File: config.mk
export PLATFORM = sky130hd
export DESIGN_NAME = spi_clk_gen_flat
export DESIGN_NICKNAME = d
export VERILOG_FILES = /design/src/rtl/spi_clk_gen_if.sv /design/src/rtl/spi_clk_gen.sv /design/src/flat_wrapper.sv
export SDC_FILE = /design/constraint.sdc
export NUM_CORES = 1
export LEC_CHECK = 0
export ABC_AREA = 0
export CAP_MARGIN = 0
export CORE_MARGIN = 4
export CORE_UTILIZATION = 55
export CTS_CLUSTER_SIZE = 28
export DETAILED_ROUTE_END_ITERATION = 10
export GPL_ROUTABILITY_DRIVEN = 0
export GPL_TIMING_DRIVEN = 0
export PLACE_DENSITY = 0.88
export RECOVER_POWER = 50
export REMOVE_ABC_BUFFERS = 1
export SLEW_MARGIN = 10
export SYNTH_ARGS = -nofsm -noshare
export SYNTH_HDL_FRONTEND = slang
export SYNTH_SLANG_ARGS = --single-unit
export TNS_END_PERCENT = 30
File: constraint.sdc
create_clock -name clk_i -period 5.6 [get_ports clk_i]
set_input_delay 0.56 -clock clk_i [delete_from_list [all_inputs] [get_ports clk_i]]
set_output_delay 0.56 -clock clk_i [all_outputs]
set_load 0.02 [all_outputs]
File: src/rtl/spi_clk_gen_if.sv
// Control/status bundle for spi_clk_gen: transfer setup inputs, SCK and strobe outputs.
// cal_i is present only when SPI_CLK_GEN_CAL_EN is defined.
interface spi_clk_gen_if;
  logic        en_i;
  logic        start_i;
  logic        cpol_i;
  logic        cpha_i;
  logic [15:0] div_i;
  logic [1:0]  tdtb_i;
`ifdef SPI_CLK_GEN_CAL_EN
  logic [15:0] cal_i;
`endif
  logic        busy_o;
  logic        sck_o;
  logic        shift_o;
  logic        sample_o;
  logic        last_o;
  logic        done_o;

  modport master (
    output en_i, start_i, cpol_i, cpha_i, div_i, tdtb_i,
`ifdef SPI_CLK_GEN_CAL_EN
    output cal_i,
`endif
    input  busy_o, sck_o, shift_o, sample_o, last_o, done_o
  );

  modport slave (
    input  en_i, start_i, cpol_i, cpha_i, div_i, tdtb_i,
`ifdef SPI_CLK_GEN_CAL_EN
    input  cal_i,
`endif
    output busy_o, sck_o, shift_o, sample_o, last_o, done_o
  );
endinterface

File: src/rtl/spi_clk_gen.sv
// SPI master clock generator: SCK, shift/sample strobes, last/done for 8..32-bit transfers.
// Optional SPI_CLK_GEN_CAL_EN adds a per-transfer sample delay of min(cal, div) cycles.
module spi_clk_gen (
  input logic          clk_i,
  input logic          rst_n_i,
  spi_clk_gen_if.slave bus
);
  typedef enum logic [1:0] {IDLE = 2'd0, RUN = 2'd1, HOLD = 2'd2} state_e;

  state_e      state_q, state_d;
  logic [15:0] hcnt_q, hcnt_d;
  logic [6:0]  ecnt_q, ecnt_d;
  logic [5:0]  scnt_q, scnt_d;
  logic        cpol_q, cpol_d, cpha_q, cpha_d;
  logic [15:0] div_q, div_d;
  logic [1:0]  tdtb_q, tdtb_d;
  logic        busy_q, busy_d, sck_q, sck_d, shift_q, shift_d;
  logic        sample_q, sample_d, last_q, last_d, done_q, done_d;

  logic [2:0]  words;
  logic [6:0]  two_n;
  logic [5:0]  n_m1;
  logic        accept, abort, lead, smp_edge, smp_fire;

  // words = N/8, so 2N = 16*words and N-1 = 8*words-1
  assign words = {1'b0, tdtb_q} + 3'd1;
  assign two_n = {words, 4'b0000};
  assign n_m1  = {words, 3'b000} - 6'd1;

`ifdef SPI_CLK_GEN_CAL_EN
  logic [15:0] cal_q, cal_d, dly_q, dly_d, dly_m;
  logic        pend_q, pend_d;
  assign dly_m = (cal_q < div_q) ? cal_q : div_q;
`endif

  always_comb begin
    state_d  = state_q;
    hcnt_d   = hcnt_q;
    ecnt_d   = ecnt_q;
    scnt_d   = scnt_q;
    cpol_d   = cpol_q;
    cpha_d   = cpha_q;
    div_d    = div_q;
    tdtb_d   = tdtb_q;
    sck_d    = sck_q;
    shift_d  = 1'b0;
    sample_d = 1'b0;
    last_d   = 1'b0;
    accept   = 1'b0;
    abort    = 1'b0;
    lead     = 1'b0;
    smp_edge = 1'b0;
    smp_fire = 1'b0;
`ifdef SPI_CLK_GEN_CAL_EN
    cal_d    = cal_q;
    dly_d    = dly_q;
    pend_d   = pend_q;
`endif
    case (state_q)
      IDLE: begin
        sck_d  = bus.cpol_i;
        accept = bus.start_i & bus.en_i;
      end
      RUN: begin
        if (!bus.en_i) begin
          abort = 1'b1;
        end else if (hcnt_q != div_q) begin
          hcnt_d = hcnt_q + 16'd1;
        end else begin
          hcnt_d   = '0;
          sck_d    = ~sck_q;
          ecnt_d   = ecnt_q + 7'd1;
          // edges are numbered from 1, so an even count so far means a leading edge
          lead     = ~ecnt_q[0];
          smp_edge = lead ^ cpha_q;
          shift_d  = cpha_q ? lead : (~lead && (ecnt_d != two_n));
          if (ecnt_d == two_n) state_d = HOLD;
        end
      end
      HOLD: begin
        if (!bus.en_i) begin
          abort = 1'b1;
        end else if (hcnt_q != div_q) begin
          hcnt_d = hcnt_q + 16'd1;
        end else begin
          state_d = IDLE;
          hcnt_d  = '0;
          ecnt_d  = '0;
          sck_d   = bus.cpol_i;
          accept  = bus.start_i & bus.en_i;
        end
      end
      default: state_d = IDLE;
    endcase

`ifdef SPI_CLK_GEN_CAL_EN
    // delay never exceeds div, so at most one sample is ever pending
    if (pend_q) begin
      if (dly_q == 16'd1) begin
        smp_fire = 1'b1;
        pend_d   = 1'b0;
      end else begin
        dly_d = dly_q - 16'd1;
      end
    end
    if (smp_edge) begin
      if (dly_m == 16'd0) begin
        smp_fire = 1'b1;
      end else begin
        pend_d = 1'b1;
        dly_d  = dly_m;
      end
    end
`else
    smp_fire = smp_edge;
`endif

    if (smp_fire) begin
      sample_d = 1'b1;
      last_d   = (scnt_q == n_m1);
      scnt_d   = scnt_q + 6'd1;
    end

    if (abort) begin
      state_d  = IDLE;
      hcnt_d   = '0;
      ecnt_d   = '0;
      scnt_d   = '0;
      sck_d    = cpol_q;
      shift_d  = 1'b0;
      sample_d = 1'b0;
      last_d   = 1'b0;
`ifdef SPI_CLK_GEN_CAL_EN
      pend_d   = 1'b0;
`endif
    end

    if (accept) begin
      state_d = RUN;
      hcnt_d  = '0;
      ecnt_d  = '0;
      scnt_d  = '0;
      cpol_d  = bus.cpol_i;
      cpha_d  = bus.cpha_i;
      div_d   = bus.div_i;
      tdtb_d  = bus.tdtb_i;
      sck_d   = bus.cpol_i;
      shift_d = ~bus.cpha_i;
`ifdef SPI_CLK_GEN_CAL_EN
      cal_d   = bus.cal_i;
      pend_d  = 1'b0;
`endif
    end

    busy_d = (state_d != IDLE);
    // done is shown during the last HOLD cycle, so a start there chains directly
    done_d = (state_d == HOLD) && (hcnt_d == div_q);
  end

  always_ff @(posedge clk_i or negedge rst_n_i) begin
    if (!rst_n_i) begin
      state_q  <= IDLE;
      hcnt_q   <= '0;
      ecnt_q   <= '0;
      scnt_q   <= '0;
      cpol_q   <= 1'b0;
      cpha_q   <= 1'b0;
      div_q    <= '0;
      tdtb_q   <= '0;
      busy_q   <= 1'b0;
      sck_q    <= 1'b0;
      shift_q  <= 1'b0;
      sample_q <= 1'b0;
      last_q   <= 1'b0;
      done_q   <= 1'b0;
`ifdef SPI_CLK_GEN_CAL_EN
      cal_q    <= '0;
      dly_q    <= '0;
      pend_q   <= 1'b0;
`endif
    end else begin
      state_q  <= state_d;
      hcnt_q   <= hcnt_d;
      ecnt_q   <= ecnt_d;
      scnt_q   <= scnt_d;
      cpol_q   <= cpol_d;
      cpha_q   <= cpha_d;
      div_q    <= div_d;
      tdtb_q   <= tdtb_d;
      busy_q   <= busy_d;
      sck_q    <= sck_d;
      shift_q  <= shift_d;
      sample_q <= sample_d;
      last_q   <= last_d;
      done_q   <= done_d;
`ifdef SPI_CLK_GEN_CAL_EN
      cal_q    <= cal_d;
      dly_q    <= dly_d;
      pend_q   <= pend_d;
`endif
    end
  end

  assign bus.busy_o   = busy_q;
  assign bus.sck_o    = sck_q;
  assign bus.shift_o  = shift_q;
  assign bus.sample_o = sample_q;
  assign bus.last_o   = last_q;
  assign bus.done_o   = done_q;
endmodule
File: src/flat_wrapper.sv
// flat-port wrapper written by rule: the top's interface ports become plain ports
module spi_clk_gen_flat 
  (clk_i, rst_n_i, bus_en_i, bus_start_i, bus_cpol_i, bus_cpha_i, bus_div_i, bus_tdtb_i, bus_busy_o, bus_sck_o, bus_shift_o, bus_sample_o, bus_last_o, bus_done_o);
  spi_clk_gen_if bus_i ();
  input logic clk_i;
  input logic rst_n_i;
  input wire logic [$bits(bus_i.en_i)-1:0] bus_en_i;
  input wire logic [$bits(bus_i.start_i)-1:0] bus_start_i;
  input wire logic [$bits(bus_i.cpol_i)-1:0] bus_cpol_i;
  input wire logic [$bits(bus_i.cpha_i)-1:0] bus_cpha_i;
  input wire logic [$bits(bus_i.div_i)-1:0] bus_div_i;
  input wire logic [$bits(bus_i.tdtb_i)-1:0] bus_tdtb_i;
  output wire logic [$bits(bus_i.busy_o)-1:0] bus_busy_o;
  output wire logic [$bits(bus_i.sck_o)-1:0] bus_sck_o;
  output wire logic [$bits(bus_i.shift_o)-1:0] bus_shift_o;
  output wire logic [$bits(bus_i.sample_o)-1:0] bus_sample_o;
  output wire logic [$bits(bus_i.last_o)-1:0] bus_last_o;
  output wire logic [$bits(bus_i.done_o)-1:0] bus_done_o;
  assign bus_i.en_i = bus_en_i;
  assign bus_i.start_i = bus_start_i;
  assign bus_i.cpol_i = bus_cpol_i;
  assign bus_i.cpha_i = bus_cpha_i;
  assign bus_i.div_i = bus_div_i;
  assign bus_i.tdtb_i = bus_tdtb_i;
  assign bus_busy_o = bus_i.busy_o;
  assign bus_sck_o = bus_i.sck_o;
  assign bus_shift_o = bus_i.shift_o;
  assign bus_sample_o = bus_i.sample_o;
  assign bus_last_o = bus_i.last_o;
  assign bus_done_o = bus_i.done_o;
  spi_clk_gen u_core (.clk_i(clk_i), .rst_n_i(rst_n_i), .bus(bus_i));
endmodule
==> impl_results.md, run 1 <==
- Reg2Reg Setup Slack: 2.22 ns
- Unique masters post-synth: between 60 and 70
- Hold slack final: 0.5145 ns
- Hpwl dp: roughly 5600 um
- Clock transition at path regs: 0.06 ns
- Area grow syn2layout: 13.31%
- Routed Wire Length: 7861 um
- Post-route ant nets: 0
- Largest net degree at the start of global routing: 33
- PD cells: 426.8 nW/um^2
- Setup repair bufs after CTS: 0
- RSZ-0062 raised after global routing: false
- # port buffers: 29
- Drt pass-1 iters: 5
- Routed length per instance: roughly 17 um
- CTS tree: yes
- #FFs+latches synth: 57
- Row count: 28
- Synth Area per Inst: 9.935 sq um
- Global route overflow: 0
- Routed vias/inst: 6.201
- Final Cycle Share: 0.6040
- Outcome: finished, violations left
- CP Data Arrival Time: 3.62 ns
- Static Leak: roughly 1.7 nW
- Number of synthesized flops with an enable pin: 0
- Vias: 2834
- Root Driver: clkbuf_8
- Worst VDD drop: ~0.24 mV
- Max-slew violation count: 33
- Area of the core: 6061 sq um
- Max Buffers Root-to-Sink: 2
- PnR Total Power: 1.691 mW
- Die Span Y: 87.74 um
- Crit path from: u_core.hcnt_q[4]
- Most frequent cells in the layout: dfrtp_1, nor2_1, xor2_1
- CP required: 5.84 ns
- Post-synth top flop: dfrtp_1
- Overall Global Routing Usage: 0.2220
- Asr flop ratio synth: 1.000
- Crit path kind: flip-flop to flip-flop
- Crit start category: flip-flop
- Endpoints failing hold: 0
- Number of global-route vias before repair: 2786
- Seq/Total Area, Yosys: 0.4079
- Actual slew at the worst max-slew pin: 1.688 ns
- Initial antenna violation count: 0
- Share of cells above drive strength 1: 0.1126
- Die X: 87.74 um
- Tmin final: 3.383 ns
- Die area: around 7700 sq um
- Violated checks: max-capacitance violations, max-slew violations
- Hold buffers post-CTS: 0
- Num CTS Buffers: 9
- Starting density of the core: 0.5770
- First-pass GRT wire length: 13130 um
- Commonest non-fill, non-tap cell in the layout: dfrtp_1
- I/O pin total: 30
- Clock skew: 0.007250 ns
- ANT cells: 0
- CTS sink count: 57
- Synthesized area: around 3500 sq um
- R2R Path Start: u_core.hcnt_q[4]
- F_max: 295.6 MHz
- Yosys warns: 0
- Cells after synthesis: between 300 and 400
- CTS resizes: 0
- Final core occ: 0.6538
- # DRC: 0
- H-Tree Depth: 3
- Setup violators final: 0
- R2R depth: 8
- Reg2reg end: u_core.bus.done_o
- Slew headroom: -0.1255
- Nets: 412
- Setup TNS: 0 ns
- Clk_lat worst skew: 0.34 ns
- Crit path capture type: flip-flop
- Worst hold path class: flip-flop to flip-flop
- Detailed Route Iter0 Violations: around 220
- Capture point of the worst path: u_core.bus.done_o
- Fillers: 460
- Crit path max fanout: 21
- Max-cap violations: 1
-- final cells by class --
class                   instances  area (sq um)  share of cell area
multi-input cells             268          1943              0.4904
flip-flops and latches         57          1426              0.3600
repair buffers                 30         287.8             0.07262
clock buffers                  14         162.7             0.04105
well taps                      75         93.84             0.02368
inverters                      13         48.80             0.01231
-- cells by family after synthesis --
kind of cell | after synthesis | synth area share
buf+inv | 27 | 0.03971
xor+xnor | 50 | 0.1252
flops | 57 | 0.4079
compound gates | 66 | 0.1292
simple gates | 125 | 0.2086
mux | 18 | 0.05724
fa+ha+maj | 9 | 0.03220
-- routing by layer --
metal	global-route usage	vias up	routed length (um)
li1	-	1319	-
met2	0.3575	129	3741
met5	0	-	0
met1	0.2812	1368	3370
met3	0.06585	18	575
met4	0.08787	0	175
-- how the worst min path moves through the flow --
stage | start | endpoint | slack (ns) | cells after the start
after CTS | rst_n_i | u_core.scnt_q[1] | 0.24 | 1
after floorplan | rst_n_i | u_core.bus.busy_o | 0.26 | 0
final | u_core.cpol_q | u_core.cpol_q | 0.51 | 1
after global routing | u_core.cpol_q | u_core.cpol_q | 0.54 | 1
after global placement | u_core.cpol_q | u_core.cpol_q | 0.48 | 1
after detailed placement | u_core.cpol_q | u_core.cpol_q | 0.49 | 1
-- synth_stat cells (4+ instances only) --
| library cell | count | area, sq um |
|---|---|---|
| nand2_1 | 21 | 78.83 |
| nand4_1 | 9 | 56.30 |
| o21ai_0 | 16 | 80.08 |
| nor4_1 | 9 | 56.30 |
| a21oi_1 | 9 | 45.04 |
| nand2b_1 | 4 | 25.02 |
| mux2_2 | 16 | 180.2 |
| dfrtp_1 | 57 | 1426 |
| nand3_1 | 14 | 70.07 |
| ha_1 | 9 | 112.6 |
| buf_6 | 4 | 45.04 |
| xnor2_1 | 21 | 183.9 |
| nor4_2 | 4 | 50.05 |
| clkbuf_1 | 6 | 22.52 |
| o21ai_1 | 7 | 35.03 |
| a31oi_1 | 4 | 25.02 |
| and4_1 | 5 | 43.79 |
| nor2_1 | 34 | 127.6 |
| inv_1 | 12 | 45.04 |
| xor2_1 | 29 | 254.0 |
-- registers in the layout, summed over array words and instances, names as in the netlist, 2 cells and up --
register,count
u_core.state_q,2
u_core.div_q,16
u_core.hcnt_q,16
u_core.tdtb_q,2
u_core.ecnt_q,7
u_core.scnt_q,6
-- where the power goes --
group | switching [mW] | total, mW | internal, mW | leakage [nW]
registers | 0.148 | 0.670 | 0.522 | 0.740
clock network | 0.153 | 0.334 | 0.180 | 0.0826
logic | 0.388 | 0.688 | 0.300 | 0.851
total | 0.689 | 1.69 | 1.00 | 1.67
-- stage by stage --
step / cells / worst slack, ns / instance area [sq um]
finish: 457 / 2.217 / 3963
global route: 457 / 1.946 / 3963
CTS: 457 / 2.227 / 3980
detailed placement: 443 / 2.109 / 3817
global placement: 442 / 1.157 / 3791
floorplan: 338 / 2.388 / 3407
-- worst max-delay path: stages, from the launching register on --
cell and delay, ns:
dfrtp_1 0.46, xor2_1 0.19, nor4_2 0.40, nand4_4 0.34
o21bai_2 0.81, o21ai_1 0.23, a221oi_2 0.26, o2111ai_1 0.22
nor4_2 0.35
Power figures use the tool's default switching activity.
==> inputs of run 2 (changes only) <==
Settings changed: CORE_UTILIZATION 55 to 53, PLACE_DENSITY 0.88 to 0.89.
Clock period 5.6 ns to 2.8 ns, I/O delays scaled along.
==> impl_results.md, run 2 (synthesis results as in run 1) <==
- I/O pin total: 30 (unchanged)
- Met2 Resource Use GR: 0.3664 (+0.008842)
- CP required: 3.01 ns (-2.83 ns)
- Die X: 89.23 um (+1.7%)
- Row count: 29 (+3.6%)
- ANT cells: 0 (unchanged)
- # port buffers: 29 (unchanged)
- Routed vias/inst: 6.471 (+4.4%)
- Violated checks: max-capacitance violations, max-slew violations, negative setup slack
- Hpwl dp: 5674 um (+2.1%)
- Slew headroom: -0.02968 (+0.09584)
- Max-cap violations: 1 (unchanged)
- Root Driver: clkbuf_8
- H-Tree Depth: 3 (unchanged)
- Met3 GRT Util: 0.04055 (-0.02530)
- Fin area: 4270 sq um (+7.8%)
- First-pass GRT wire length: 14270 um (+8.7%)
- Max-slew violation count: 30 (-9.1%)
- Crit path from: u_core.state_q[1]
- Routed length per instance: 19.80 um (+15%)
- Area post-placement: 3840 sq um (+0.59%)
- CTS sink count: 57 (unchanged)
- Max Buffers Root-to-Sink: 2 (unchanged)
- Setup violators final: 1 (+1)
- Die Span Y: 89.23 um (+1.7%)
- Reg2Reg Setup Slack: -0.13 ns (-2.35 ns)
- Top flop regs: u_core.div_q: 16 flops, u_core.hcnt_q: 16 flops, u_core.ecnt_q: 7 flops
- Die area: 7962 sq um (+3.4%)
- Vias: 3132 (+11%)
- GR met1 Demand/Resource: 0.3065 (+0.02534)
- Worst VDD drop: 0.4840 mV (+100%)
- Crit start category: flip-flop
- R2R Path Start: u_core.state_q[1]
- Detailed Route Iter0 Violations: 321 (+49%)
- RSZ-0062 raised after global routing: true
- Share of cells above drive strength 1: 0.2138 (+0.1012)
- Hold path startpoint: bus_div_i[12]
- Largest net degree at the start of global routing: 30 (-9.1%)
- Outcome: finished, violations left
- Crit path capture type: flip-flop
- Non-Filler Instances: 484 (+5.9%)
- Setup ws final: -0.1313 ns (-2.349 ns)
- Nets: 435 (+5.6%)
- GRT busiest layer: met2
- CTS tree: yes
- Initial antenna violation count: 0 (unchanged)
- Crit path max fanout: 7 (-67%)
- DP Worst Slack: -0.4458 ns (-2.555 ns)
- Crit path kind: flip-flop to flip-flop
- Static Leak: 1.811 nW (+8.2%)
- Commonest non-fill, non-tap cell in the layout: dfrtp_1
- Final Cycle Share: 1.047 (+0.4428)
- Area of the core: 6386 sq um (+5.4%)
- Routed Wire Length: 9582 um (+22%)
- Actual slew at the worst max-slew pin: 1.545 ns (-0.1438 ns)
- Num CTS Buffers: 9 (unchanged)
- Number of global-route vias before repair: 2957 (+6.1%)
- Clk_lat worst skew: 0.34 ns (about the same)
- Most frequent cells in the layout: dfrtp_1, nor2_1, xor2_1
- Post-route ant nets: 0 (unchanged)
- Clock skew: 0.009307 ns (+0.002058 ns)
- Starting density of the core: 0.5476 (-0.02939)
- Tmin final: 2.931 ns (-0.4513 ns)
- Worst hold path class: input port to flip-flop
- Clock transition at path regs: 0.07 ns (about the same)
- Drt pass-1 iters: 5 (unchanged)
- Area grow syn2layout: 22.11%
- # DRC: 0 (unchanged)
- PD cells: 874.4 nW/um^2 (+100%)
- F_max: 341.2 MHz (+15%)
- Global route overflow: 0 (unchanged)
- Overall Global Routing Usage: 0.2344 (+0.01239)
- CP Data Arrival Time: 3.15 ns (-0.47 ns)
- Endpoints failing hold: 0 (unchanged)
- Cell count after placement: 446 (+0.68%)
run 2: final timing paths:
path                                     end  cells after the start
setup / recovery           u_core.bus.done_o                     10
hold / removal              u_core.div_q[12]                      3
setup reg to reg           u_core.bus.done_o                     10
hold reg to reg                u_core.cpol_q                      1
max in group asynchronous   u_core.hcnt_q[5]                      3
min in group asynchronous   u_core.scnt_q[1]                      2
run 2: area by class of cell:
cell class,instances,area [sq um]
timing repair buffer,52,479.2
inverter,13,52.55
clock inverter,2,10.01
multi-input combinational,269,2018
clock buffer,14,182.7
sequential,57,1431
fill,431,2116
tap,77,96.34
run 2: metrics by stage:
step	setup TNS [ns]	total power [mW]	utilization	hold WS [ns]
global route	-0.2856	3.928	0.6687	0.5158
global placement	-43.38	2.604	0.5940	0.4791
CTS	0	3.530	0.6522	0.4954
detailed placement	-1.693	2.694	0.6013	0.3462
floorplan	-4.507	2.298	-	-0.01559
finish	-0.1313	3.734	0.6687	0.5053
run 2: metal layers:
metal	up-vias	wire, um
li1	1377	-
met1	1484	3675
met2	213	4571
met3	58	814
met4	0	521
met5	-	0
run 2: what timing repair did:
| action | 4_1_cts | 5_1_grt |
|---|---|---|
| cloned | 1 | 0 |
| buffers inserted | 10 | 10 |
| endpoints found under the setup margin | 9 | 2 |
| endpoints found under the hold margin | 28 | 0 |
| hold buffers | 1 | 0 |
| gates resized for setup | 6 | 18 |
| pin swaps | 5 | 8 |
run 2: power by group:
group	internal [mW]	switching, mW
registers	1.05	0.304
clock network	0.415	0.325
logic	0.749	0.894
total	2.21	1.52
run 2: critical path: stages (launching register included):
cell and delay, ns:
dfrtp_1 0.38, inv_2 0.07, ha_4 0.33, and4_4 0.28
nand2_1 0.09, nor3_1 0.31, xnor2_1 0.26, o21ai_0 0.20
a221oi_2 0.32, o2111ai_2 0.18, nor4_2 0.38
==> inputs of run 3 (changes only) <==
Settings changed: CORE_UTILIZATION 53 to 55, PLACE_DENSITY 0.89 to 0.88.
Clock period 2.8 ns to 3.3 ns, I/O delays scaled along.
==> impl_results.md, run 3 (synthesis results as in run 1) <==
- Outcome: finished, violations left
- Violated checks: max-capacitance violations, max-slew violations
- Clk_lat worst skew: 0.34 ns (about the same)
- CTS sink count: 57 (unchanged)
- Share of cells above drive strength 1: 0.1292 (-0.08456)
- Actual slew at the worst max-slew pin: 1.694 ns (+0.1493 ns)
- Largest net degree at the start of global routing: 33 (+10%)
- Most frequent cells in the layout: dfrtp_1, nor2_1, xor2_1
- PD cells: 733.0 nW/um^2 (-16%)
- P_int: 1.743 mW (-21%)
- Post-route ant nets: 0 (unchanged)
- # DRC: 0 (unchanged)
- Sw frac: 0.4104 (+0.002407)
- DP Worst Slack: -0.04116 ns (+0.4047 ns)
- Commonest non-fill, non-tap cell in the layout: dfrtp_1
- Final core occ: 0.6654 (-0.003332)
- Drt pass-1 iters: 6 (+1)
- Tmin final: 3.117 ns (+0.1853 ns)
- Fillers: 440 (+2.1%)
- Initial antenna violation count: 0 (unchanged)
- Worst hold path class: input port to asynchronous set/reset pin
- CP top delay family: simple AND/OR/NAND/NOR gates
- Top flop regs: u_core.div_q: 16 flops, u_core.hcnt_q: 16 flops, u_core.ecnt_q: 7 flops
- Setup ws final: 0.1834 ns (+0.3147 ns)
- Setup violators final: 0 (-1)
- Final Cycle Share: 0.9444 (-0.1025)
- Max-slew violation count: 33 (+10%)
- # port buffers: 29 (unchanged)
- Routed length per instance: 18.23 um (-7.9%)
- CTS tree: yes
- Combinational power share: 0.422 (-0.018)
- Number of global-route vias before repair: 2778 (-6.1%)
- Max Buffers Root-to-Sink: 2 (unchanged)
- Hold buffers post-CTS: 0 (-1)
- Vias: 2977 (-4.9%)
- P_sw: 1.213 mW (-20%)
- Crit path capture type: flip-flop
- Crit start category: flip-flop
- Row count: 28 (-3.4%)
- Hpwl dp: 5555 um (-2.1%)
- Starting density of the core: 0.5770 (+0.02939)
- Overall Global Routing Usage: 0.2228 (-0.01160)
- H-Tree Depth: 3 (unchanged)
- Routed Wire Length: 8421 um (-12%)
- Static Leak: 1.701 nW (-6.0%)
- Critical path buffer and inverter count: 1 (unchanged)
- Crit-path slowest cell: dfrtp_1
- Nets: 417 (-4.1%)
- Die Span Y: 87.74 um (-1.7%)
- Clock transition at path regs: 0.07 ns (about the same)
- Crit path kind: flip-flop to flip-flop
- ANT cells: 0 (unchanged)
- Clk pwr share: 0.192 (-0.006)
- Hold slack final: 0.2885 ns (-0.2167 ns)
- Num CTS Buffers: 9 (unchanged)
- Clock skew: 0.01107 ns (+0.001759 ns)
- F_max: 320.9 MHz (-5.9%)
- CP Data Arrival Time: 3.35 ns (+0.20 ns)
- Sequential share of power: 0.386 (+0.024)
- Die X: 87.74 um (-1.7%)
- Routed vias/inst: 6.444 (-0.42%)
- Area grow syn2layout: 15.31%
- Crit path max fanout: 13 (+6)
- First-pass GRT wire length: 13100 um (-8.2%)
- I/O pin total: 30 (unchanged)
- Detailed Route Iter0 Violations: 314 (-2.2%)
- Largest stage delay on the critical path: 0.45 ns (+0.07 ns)
- Non-Filler Instances: 462 (-4.5%)
- Endpoints failing hold: 0 (unchanged)
- Worst VDD drop: 0.3845 mV (-21%)
- Die area: 7698 sq um (-3.3%)
- Slew headroom: -0.1292 (-0.09956)
- Max-cap violations: 1 (unchanged)
- Cell count after placement: 443 (-0.67%)
- Global route overflow: 0 (unchanged)
- Area of the core: 6061 sq um (-5.1%)
- RSZ-0062 raised after global routing: false
- Worst path cell trace: inv_1 > ha_4 > and4_1 > nand3_1 > xor2_1 > and2_0 > a2111oi_0 > o311a_1 > o2111ai_1 > nor4_2
- CP required: 3.53 ns (+0.52 ns)
- Root Driver: clkbuf_8
## run 3: cell types whose count changed in the layout (fill, tap and decap cells not counted), moves of 3 or more
cell / delta
clkbuf_1: +3
dfrtp_2: -4
inv_1: +3
dfrtp_1: +4
buf_4: -17
## run 3: final timing paths
check	from	end	slack, ns	cells past startpoint
worst max register to register	u_core.state_q[0]	u_core.bus.done_o	0.18	10
max in group asynchronous	rst_n_i	u_core.hcnt_q[3]	0.81	2
worst max-delay path	u_core.state_q[0]	u_core.bus.done_o	0.18	10
worst min register to register	u_core.cpol_q	u_core.cpol_q	0.51	1
min in group clk_i	u_core.cpol_q	u_core.cpol_q	0.51	1
worst min-delay path	rst_n_i	u_core.scnt_q[1]	0.29	1
## run 3: through the flow
step                power [mW]  area (sq um)  setup TNS, ns
finish                   2.956          4033              0
global route             3.128          4033              0
CTS                      2.881          3988              0
detailed placement       2.286          3817       -0.04116
global placement         2.213          3791         -15.16
floorplan                1.950          3407              0
## run 3: per-layer routing
metal  share of wire  track usage  vias up
met2            0.47       0.3575      172
met3           0.089      0.05268       39
met4           0.036      0.09763        0
met5               0            0        -
li1                -            -     1341
met1            0.41       0.2878     1425
## run 3: cell type report
class	count	area (sq um)	area share
timing repair buffer	33	310.3	0.07695
inverter	13	48.80	0.01210
sequential	57	1426	0.3537
multi-input combinational	270	1991	0.4936
tap	75	93.84	0.02327
clock buffer	14	162.7	0.04034
## run 3: power groups by stage
stage	Combinational, mW	Sequential (mW)	Clock (mW)
final	1.25	1.14	0.569
after global routing	1.35	1.17	0.610
after CTS	1.17	1.13	0.580
after detailed placement	1.15	1.13	0
after global placement	1.09	1.12	0
after floorplan	0.858	1.09	0
## run 3: what timing repair did
action                                 in CTS  in global routing
gates cloned                                0                  2
setup buffers                               0                  3
endpoints found under the hold margin       0                  0
pin swaps                                   0                  3
setup endpoints to repair                   1                  5
gates resized for setup                     1                  3
